## src/rtl/acc_fpu_rob.sv

```systemverilog
// FPU lane dispatch with a reorder buffer that writes results back in issue order.
// It also accumulates sticky FP status flags from every retired operation.
module acc_fpu_rob #(
  parameter int NUM_LANES  = 2,
  parameter int ROB_DEPTH  = 8,
  parameter int DATA_WIDTH = 32,
  parameter int REQ_WIDTH  = 128,
  parameter int ADDR_WIDTH = 5,
  parameter int TAG_WIDTH  = $clog2(ROB_DEPTH),
  parameter int LANE_W     = (NUM_LANES > 1) ? $clog2(NUM_LANES) : 1
) (
  input  logic                            clk_i,
  input  logic                            rst_ni,
  input  logic                            issue_valid_i,
  output logic                            issue_ready_o,
  input  logic [REQ_WIDTH-1:0]            issue_req_i,
  input  logic [ADDR_WIDTH-1:0]           issue_waddr_i,
  output logic [NUM_LANES-1:0]            lane_valid_o,
  input  logic [NUM_LANES-1:0]            lane_ready_i,
  output logic [REQ_WIDTH-1:0]            lane_req_o,
  output logic [TAG_WIDTH-1:0]            lane_tag_o,
  output logic                            lane_flush_o,
  input  logic [NUM_LANES-1:0]            lane_resp_valid_i,
  output logic [NUM_LANES-1:0]            lane_resp_ready_o,
  input  logic [NUM_LANES*TAG_WIDTH-1:0]  lane_resp_tag_i,
  input  logic [NUM_LANES*DATA_WIDTH-1:0] lane_resp_data_i,
  input  logic [NUM_LANES*5-1:0]          lane_resp_status_i,
  output logic                            wb_valid_o,
  input  logic                            wb_ready_i,
  output logic [ADDR_WIDTH-1:0]           wb_waddr_o,
  output logic [DATA_WIDTH-1:0]           wb_wdata_o,
  input  logic                            flush_i,
  output logic [4:0]                      fflags_o,
  input  logic                            fflags_clr_i,
  output logic [TAG_WIDTH:0]              count_o,
  output logic                            busy_o
);

  localparam int CNT_W = TAG_WIDTH + 1;

  logic [ROB_DEPTH-1:0]  alloc_q;
  logic [ROB_DEPTH-1:0]  done_q;
  logic [ADDR_WIDTH-1:0] waddr_q  [ROB_DEPTH];
  logic [DATA_WIDTH-1:0] data_q   [ROB_DEPTH];
  logic [4:0]            status_q [ROB_DEPTH];

  logic [TAG_WIDTH-1:0] head_q;
  logic [TAG_WIDTH-1:0] tail_q;
  logic [CNT_W-1:0]     count_q;
  logic [LANE_W-1:0]    rr_q;
  logic [4:0]           fflags_q;

  logic [LANE_W-1:0]    sel_lane;
  logic [LANE_W-1:0]    cand;
  logic                 sel_found;
  logic [LANE_W-1:0]    rr_nxt;
  logic                 full;
  logic                 dispatch;
  logic                 retire;

  logic [TAG_WIDTH-1:0] resp_tag [NUM_LANES];
  logic [NUM_LANES-1:0] resp_ok;
  logic [NUM_LANES-1:0] resp_hit;

  // Round-robin search for the first ready lane starting at rr_q
  always_comb begin
    sel_lane  = '0;
    sel_found = 1'b0;
    cand      = '0;
    for (int i = 0; i < NUM_LANES; i++) begin
      cand = LANE_W'((32'(rr_q) + 32'(i)) % NUM_LANES);
      if (!sel_found && lane_ready_i[cand]) begin
        sel_found = 1'b1;
        sel_lane  = cand;
      end
    end
  end

  assign rr_nxt = LANE_W'((32'(sel_lane) + 32'd1) % NUM_LANES);

  assign full          = (count_q == CNT_W'(ROB_DEPTH));
  assign issue_ready_o = !flush_i && !full && (|lane_ready_i);
  assign dispatch      = issue_valid_i && issue_ready_o;

  assign lane_valid_o = dispatch ? (NUM_LANES'(1) << sel_lane) : '0;
  assign lane_req_o   = issue_req_i;
  assign lane_tag_o   = tail_q;
  assign lane_flush_o = flush_i;

  assign lane_resp_ready_o = '1;

  always_comb begin
    resp_ok  = '0;
    resp_hit = '0;
    for (int j = 0; j < NUM_LANES; j++) begin
      resp_tag[j] = lane_resp_tag_i[j*TAG_WIDTH +: TAG_WIDTH];
      resp_ok[j]  = alloc_q[resp_tag[j]] && !done_q[resp_tag[j]];
      resp_hit[j] = lane_resp_valid_i[j] && resp_ok[j];
    end
  end

  assign wb_valid_o = alloc_q[head_q] && done_q[head_q];
  assign wb_waddr_o = waddr_q[head_q];
  assign wb_wdata_o = data_q[head_q];
  assign retire     = wb_valid_o && wb_ready_i && !flush_i;

  assign fflags_o = fflags_q;
  assign count_o  = count_q;
  assign busy_o   = (count_q != '0);

  always_ff @(posedge clk_i or negedge rst_ni) begin
    if (!rst_ni) begin
      alloc_q  <= '0;
      done_q   <= '0;
      head_q   <= '0;
      tail_q   <= '0;
      count_q  <= '0;
      rr_q     <= '0;
      fflags_q <= '0;
      for (int e = 0; e < ROB_DEPTH; e++) begin
        waddr_q[e]  <= '0;
        data_q[e]   <= '0;
        status_q[e] <= '0;
      end
    end else if (flush_i) begin
      alloc_q <= '0;
      done_q  <= '0;
      head_q  <= '0;
      tail_q  <= '0;
      count_q <= '0;
      if (fflags_clr_i) fflags_q <= '0;
    end else begin
      if (dispatch) begin
        alloc_q[tail_q] <= 1'b1;
        done_q[tail_q]  <= 1'b0;
        waddr_q[tail_q] <= issue_waddr_i;
        tail_q          <= tail_q + 1'b1;
        rr_q            <= rr_nxt;
      end
      // Late results can only target allocated, not-yet-done slots
      for (int j = 0; j < NUM_LANES; j++) begin
        if (resp_hit[j]) begin
          done_q[resp_tag[j]]   <= 1'b1;
          data_q[resp_tag[j]]   <= lane_resp_data_i[j*DATA_WIDTH +: DATA_WIDTH];
          status_q[resp_tag[j]] <= lane_resp_status_i[j*5 +: 5];
        end
      end
      if (retire) begin
        alloc_q[head_q] <= 1'b0;
        done_q[head_q]  <= 1'b0;
        head_q          <= head_q + 1'b1;
        fflags_q        <= (fflags_clr_i ? 5'b0 : fflags_q) | status_q[head_q];
      end else if (fflags_clr_i) begin
        fflags_q <= '0;
      end
      if (dispatch && !retire)      count_q <= count_q + 1'b1;
      else if (!dispatch && retire) count_q <= count_q - 1'b1;
    end
  end

  for (genvar j = 0; j < NUM_LANES; j++) begin : g_resp_chk
    assert property (@(posedge clk_i) disable iff (!rst_ni || flush_i)
      lane_resp_valid_i[j] |-> resp_ok[j]);
  end

endmodule

```

## config.mk

```make
export PLATFORM = sky130hd
export DESIGN_NAME = acc_fpu_rob
export DESIGN_NICKNAME = d
export VERILOG_FILES = /design/src/rtl/acc_fpu_rob.sv
export SDC_FILE = /design/constraint.sdc
export NUM_CORES = 1
export LEC_CHECK = 0
export BUFFER_PORTS_ARGS = -buffer_cell sky130_fd_sc_hd__buf_2
export CAP_MARGIN = 10
export CORE_MARGIN = 3
export CORE_UTILIZATION = 51
export DETAILED_ROUTE_END_ITERATION = 10
export PLACE_DENSITY = 0.77
export SLEW_MARGIN = 20
export SYNTH_ARGS = -nofsm -noshare
export SYNTH_HDL_FRONTEND = slang
export SYNTH_SLANG_ARGS = --single-unit
```

## constraint.sdc

```tcl
create_clock -name clk_i -period 3.2 [get_ports clk_i]
set_clock_uncertainty 0.1 [all_clocks]
set_input_delay 0.64 -clock clk_i [delete_from_list [all_inputs] [get_ports clk_i]]
set_output_delay 0.64 -clock clk_i [all_outputs]
set_load 0.02 [all_outputs]
```

-- Yosys cells after proc, flatten, opt, wreduce, memory -nomap -nowiden
Index checks and enable logic that the tools add are counted.
- input port bits: 223
- word-level logic and storage cells: 183
- bits in registers: 368
- multiplexer cells: 80
- $add $sub $neg: 6
- magnitude comparators: 17
- reductions and logical operators: 33
- bitwise operators: 14
- shift-type cells: 1
- equal/unequal tests: 1
- operator list (operator ; count):
    $mux 256 ; 3
    $bwmux 256 ; 2
    $demux 32 s3 ; 2
    $mux 32 ; 4
    $bwmux 40 ; 3
    $mux 40 ; 3
    $bmux 32 s3 ; 1
    $mux 8 ; 12
    $mux 5 ; 10
    $demux 5 s3 ; 3
    $bmux 5 s3 ; 2
    $and 8x8->8 ; 3
    $or 8x8->8 ; 3
    $logic_and 1x1->1 ; 20
    $bmux 1 s3 ; 6
    $mux 1 ; 17
    $ge 4x4->1 const B ; 4
    $lt 3x4->1 const B ; 4
    $not 3->4 ; 4
    $not 8->8 ; 2
    $demux 1 s3 ; 4
    $ge 3x1->1 const B ; 4
    $lt 4x1->1 const B ; 3
    $mux 3 ; 4
    17 further kinds ; 29

-- Longest topological paths before layout
- depth after elaboration: 17
- depth in mapped cells: 12
- gate-level depth less buffers: 10

-- Worst setup path after synthesis
No wires, ideal clock.
- kind: register to register
- start: register count_q[0], in the netlist count_o[0]
- end: register count_q[3], in the netlist count_o[3]
- path slack: 0.096 ns
- arrival: 2.861 ns
- stages on the path, launching flop included: 12
- period minus slack after synthesis: 3.104 ns
- data required time: 2.957 ns
- cells stage by stage: dfrtp_1 -> or4b_2 -> and3_1 -> buf_2 -> clkbuf_1 -> nand2_1 -> ha_1 -> a21oi_1 -> and2_1 -> nor4_1 -> nor4_1 -> o2111ai_1
- word-level cells in the longest chain between the ends: 8
- elaborated cells between the ends (all ways): 14
- those cells by class: 2 x add/sub; 1 x eq/ne; 3 x mux; 8 x reduce/logical
- ends and longest elaborated chain (item ; line ; text):
    start, declared ; 49 ; logic [CNT_W-1:0] count_q;
    start signal, assigned ; 156 ; if (dispatch && !retire) count_q <= count_q + 1'b1;
    start signal, assigned ; 157 ; else if (!dispatch && retire) count_q <= count_q - 1'b1;
    branches (longest 8 deep; another with $sub 4x1->4) ; - ;
Several ways; the timed one is not identified. The select of a mux whose other input is x is not followed.
A chain may end at the register's enable or synchronous reset.

-- Final worst setup path
- start: register head_q[1]
- end: output wb_wdata_o[0]
- word-level cells in the longest chain between the ends: 4
- ends and longest elaborated chain (item ; line ; text):
    start, declared ; 47 ; logic [TAG_WIDTH-1:0] head_q;
    start signal, assigned ; 151 ; head_q <= head_q + 1'b1;
    $not 3->4 (not written as such) ; 104 ; assign wb_wdata_o = data_q[head_q];
    $bmux 32 s3 ; 104 ;
    $mux 32 (not written as such) (2 in a row) ; 104 ;
    end, declared ; 31 ; output logic [DATA_WIDTH-1:0] wb_wdata_o,
No other way between the ends. The select of a mux whose other input is x is not followed.

==> summary.txt <==
Outcome
  – Status: finished, final reports clean

Layout
  – Commonest non-fill, non-tap cell in the layout: dfrtp_1
  – Fraction of layout cells with a size suffix above 1: 31.5%
  – Synth-to-Final Area Change: 10.7%
  – Most frequent cells in the layout: 365 x dfrtp_1, 172 x nand2_1, 144 x buf_2, 124 x mux2_2
  – Final Cell Area: 23,800 µm²
  – Non-filler cells, final: 2,640
  – Layout Nets: 2,306

Critical path
  – Reg2Reg Launch Point: head_q[0]$_DFFE_PN0P_
  – Reg2reg setup slack: 0.10 ns
  – CP endpoint: wb_wdata_o[0]
  – Startpoint Class: register
  – Slowest stage delay, CP: 0.45 ns
  – Reg2reg path depth: 11
  – Start point of the critical path: head_q[1]$_DFFE_PN0P_
  – Critical Path AT: 2.42 ns
  – Worst-path cell chain: buf_4 > and2_2 > buf_12 > nand2_1 > o221ai_2 > buf_2
  – Worst Setup End Kind: primary output
  – Critical-path maximum fanout: 28
  – Reg2reg end: count_o[3]$_DFFE_PN0P_
  – Crit-path slowest cell: dfrtp_2
  – WS Path Type: register to primary output
  – Req. time, crit path: 2.46 ns

STA
  – Final Hold Fails: 0
  – Fin crit period: 3.16 ns
  – PnR worst setup slack: 0.0393 ns
  – Worst-Margin Slew: 1.09 ns
  – Final slew viol count: 0
  – Final Cycle Share: 98.8%
  – Fmax: 0.316 GHz
  – Final setup vio count: 0
  – Worst slew margin: 27.4%
  – TNS Setup: 0 ns

Routing
  – Via Count: 18.5k
  – DRC: 0
  – Vias/cell: 7.00
  – Initial DRC Count: 2,495
  – Wire length per cell: 27.3 µm
  – Final ANT Viol Nets: 0
  – WL final: 72,100 µm
  – Drt first pass iters: 6

Pwr
  – Worst vdd ir: 426 µV
  – Tot Pwr: 0.0122 W
  – Power per cell area: 512 nW/µm²
  – LEAKAGE: 10.3 nW

Global route
  – Total track usage: 31.4%
  – Largest net degree at the start of global routing: 82
  – Total grt overflow: 0
  – Initial antenna violation count: 8
  – Vias in the first global route: 18.7k
  – First-pass GRT wire length: 110,000 µm

Die
  – DIE WIDTH: 211 µm
  – Row count: 74
  – Initial Util: 52.2%
  – Core Region: 41,200 µm²
  – Ports: 408
  – Die ar.: 44,600 µm²
  – Die H: 211 µm

Synthesis
  – Library cells used by synthesis: 81
  – Avg Cell Area, Syn: 10.1 µm²
  – Number of synthesized flops with an enable pin: 0
  – Yosys top cell by area: dfrtp_1
  – Prevailing post-synth register cell: dfrtp_1
  – Share of the synthesized area in the top cell type: 42.9%
  – Ys async rst share: 100%
  – Yosys warns: 0
  – Post-Syn Area: 21,500 µm²
  – Synth area leaders: dfrtp_1 43%, mux2_2 6.5%, o221a_2 5.9%, buf_4 4.7%, nand2_1 3.0%
  – Post-synthesis register bit count: 368
  – Sequential element share of the synthesized area: 42.9%
  – Mapped Cells: 2,133

Clock tree
  – Worst-case clock buffer depth: 3
  – Worst-Skew Late Latency: 0.57 ns
  – TritonCTS buffer count: 41
  – Sink Count: 368
  – Clock slew at reported path FFs: 0.06 ns
  – H-tree depth: 2
  – Clk root buf: clkbuf_16
  – TritonCTS clock tree: yes

Place
  – Pre-CTS WS: 0.0862 ns
  – Placed Area: 22,100 µm²
  – Buffers added on ports: 149
  – # placed instances: 2,555
  – Final HPWL DP: 43,700 µm
  – Gpl congestion: 0.929

Min path
  – Hold/Removal Path Class: input pin to register

Job
  – Max cap viols: 0
[synth_stat cells, drive strengths merged (4+ instances only)]
master	number
a211oi	8
a21oi	50
nor3	9
a221o	37
buf	232
o221ai	70
mux4	17
nand2b	20
or4b	5
nand3b	6
a22oi	76
nor4b	4
a21boi	6
o32ai	13
o21ai	44
o221a	136
and3	4
o211ai	4
dfrtp	368
o21a	5
nor2b	8
nand3	11
nor4	6
o22ai	6
or2	39
or4	39
a31oi	45
a221oi	8
and2	45
nor2	116
nand2	176
mux2	126
ha	4
inv	108
o22a	37
mux2i	46
nand4	42
clkbuf	120
[through the flow]
| step | utilization (%) | hold slack, ns |
|---|---|---|
| 5_1_grt | 57.8 | 0.236 |
| 3_3_place_gp | 53.6 | 0.356 |
| 3_5_place_dp | 53.6 | 0.368 |
| 4_1_cts | 57.3 | 0.209 |
| 6_report | 57.8 | 0.230 |
| 2_1_floorplan | - | 0.244 |
[worst min path at each step]
stage,slack [ns],start,cells after the start,to
after global placement,0.36,data_q[8]$_DFFE_PN0N_,2,data_q[8]$_DFFE_PN0N_
final,0.23,fflags_clr_i,2,fflags_o[4]$_DFF_PN0_
after global routing,0.24,fflags_clr_i,2,fflags_o[4]$_DFF_PN0_
after floorplan,0.24,rst_ni,0,alloc_q[0]$_DFF_PN0_
after CTS,0.21,fflags_clr_i,2,fflags_o[4]$_DFF_PN0_
after detailed placement,0.37,data_q[10]$_DFFE_PN0N_,2,data_q[10]$_DFFE_PN0N_
[flip-flops by register name, summed over array words and instances, names as in the netlist]
name	count
rr_q	1
status_q	40
waddr_q	40
fflags_o	5
count_o	4
done_q	8
lane_tag_o	3
alloc_q	8
data_q	256
head_q	3
[cell families (layout without fill, tap and decap cells)]
kind of cell               after synthesis  count (layout)  share of synthesized area, %
AOI/OAI and AO/OA                      564             564                          22.3
DFF                                    368             368                          42.9
muxes                                  189             189                          10.5
adders and majority gates                5               5                         0.326
xor gates and xnor gates                 4               4                         0.227
other                                    1               6                        0.0175
and+or+nand+nor                        541             541                          12.9
buffers and inverters                  461             431                          10.8
[layout make-up]
cell class,instances,area (µm²)
fill,3352,17400
multi-input combinational,1305,10200
sequential,368,9220
timing repair buffer,253,1970
clock buffer,56,1160
tap,532,666
inverter,109,409
clock inverter,13,179
antenna,4,10.0
[power breakdown]
group / total, W / internal (W) / switching [W] / leakage [nW]
clock network: 0.00485 / 0.00287 / 0.00199 / 0.658
logic: 0.00181 / 0.000880 / 0.000928 / 4.85
registers: 0.00552 / 0.00520 / 0.000329 / 4.82
[per-layer routing]
| metal | vias up | GRT usage (%) | share of wire (%) | wire length (µm) |
|---|---|---|---|---|
| li1 | 7701 | - | - | - |
| met1 | 9120 | 41.2 | 37 | 26900 |
| met2 | 1381 | 49.0 | 46 | 33200 |
| met3 | 279 | 8.67 | 13 | 9100 |
| met4 | 12 | 13.7 | 3.8 | 2730 |
| met5 | - | 1.29 | 0.17 | 122 |
[worst max-delay path, delay by kind of cell, from the launching register on]
kind                   cells  cell delay [ns]
AO/OA/AOI/OAI              1             0.14
buffers and inverters      3             0.86
flip-flops                 1             0.45
AND/OR/NAND/NOR            2             0.37
[timing repair]
item | 4_1_cts | 5_1_grt
hold buffers | 1 | 0
gates cloned | 3 | 1
setup endpoints to repair | 34 | 28
hold endpoints to repair | 54 | 0
gates resized for setup | 11 | 24
pin swaps | 0 | 2
buffers inserted | 4 | 2
Note: power is estimated with default switching activity, not from simulation.
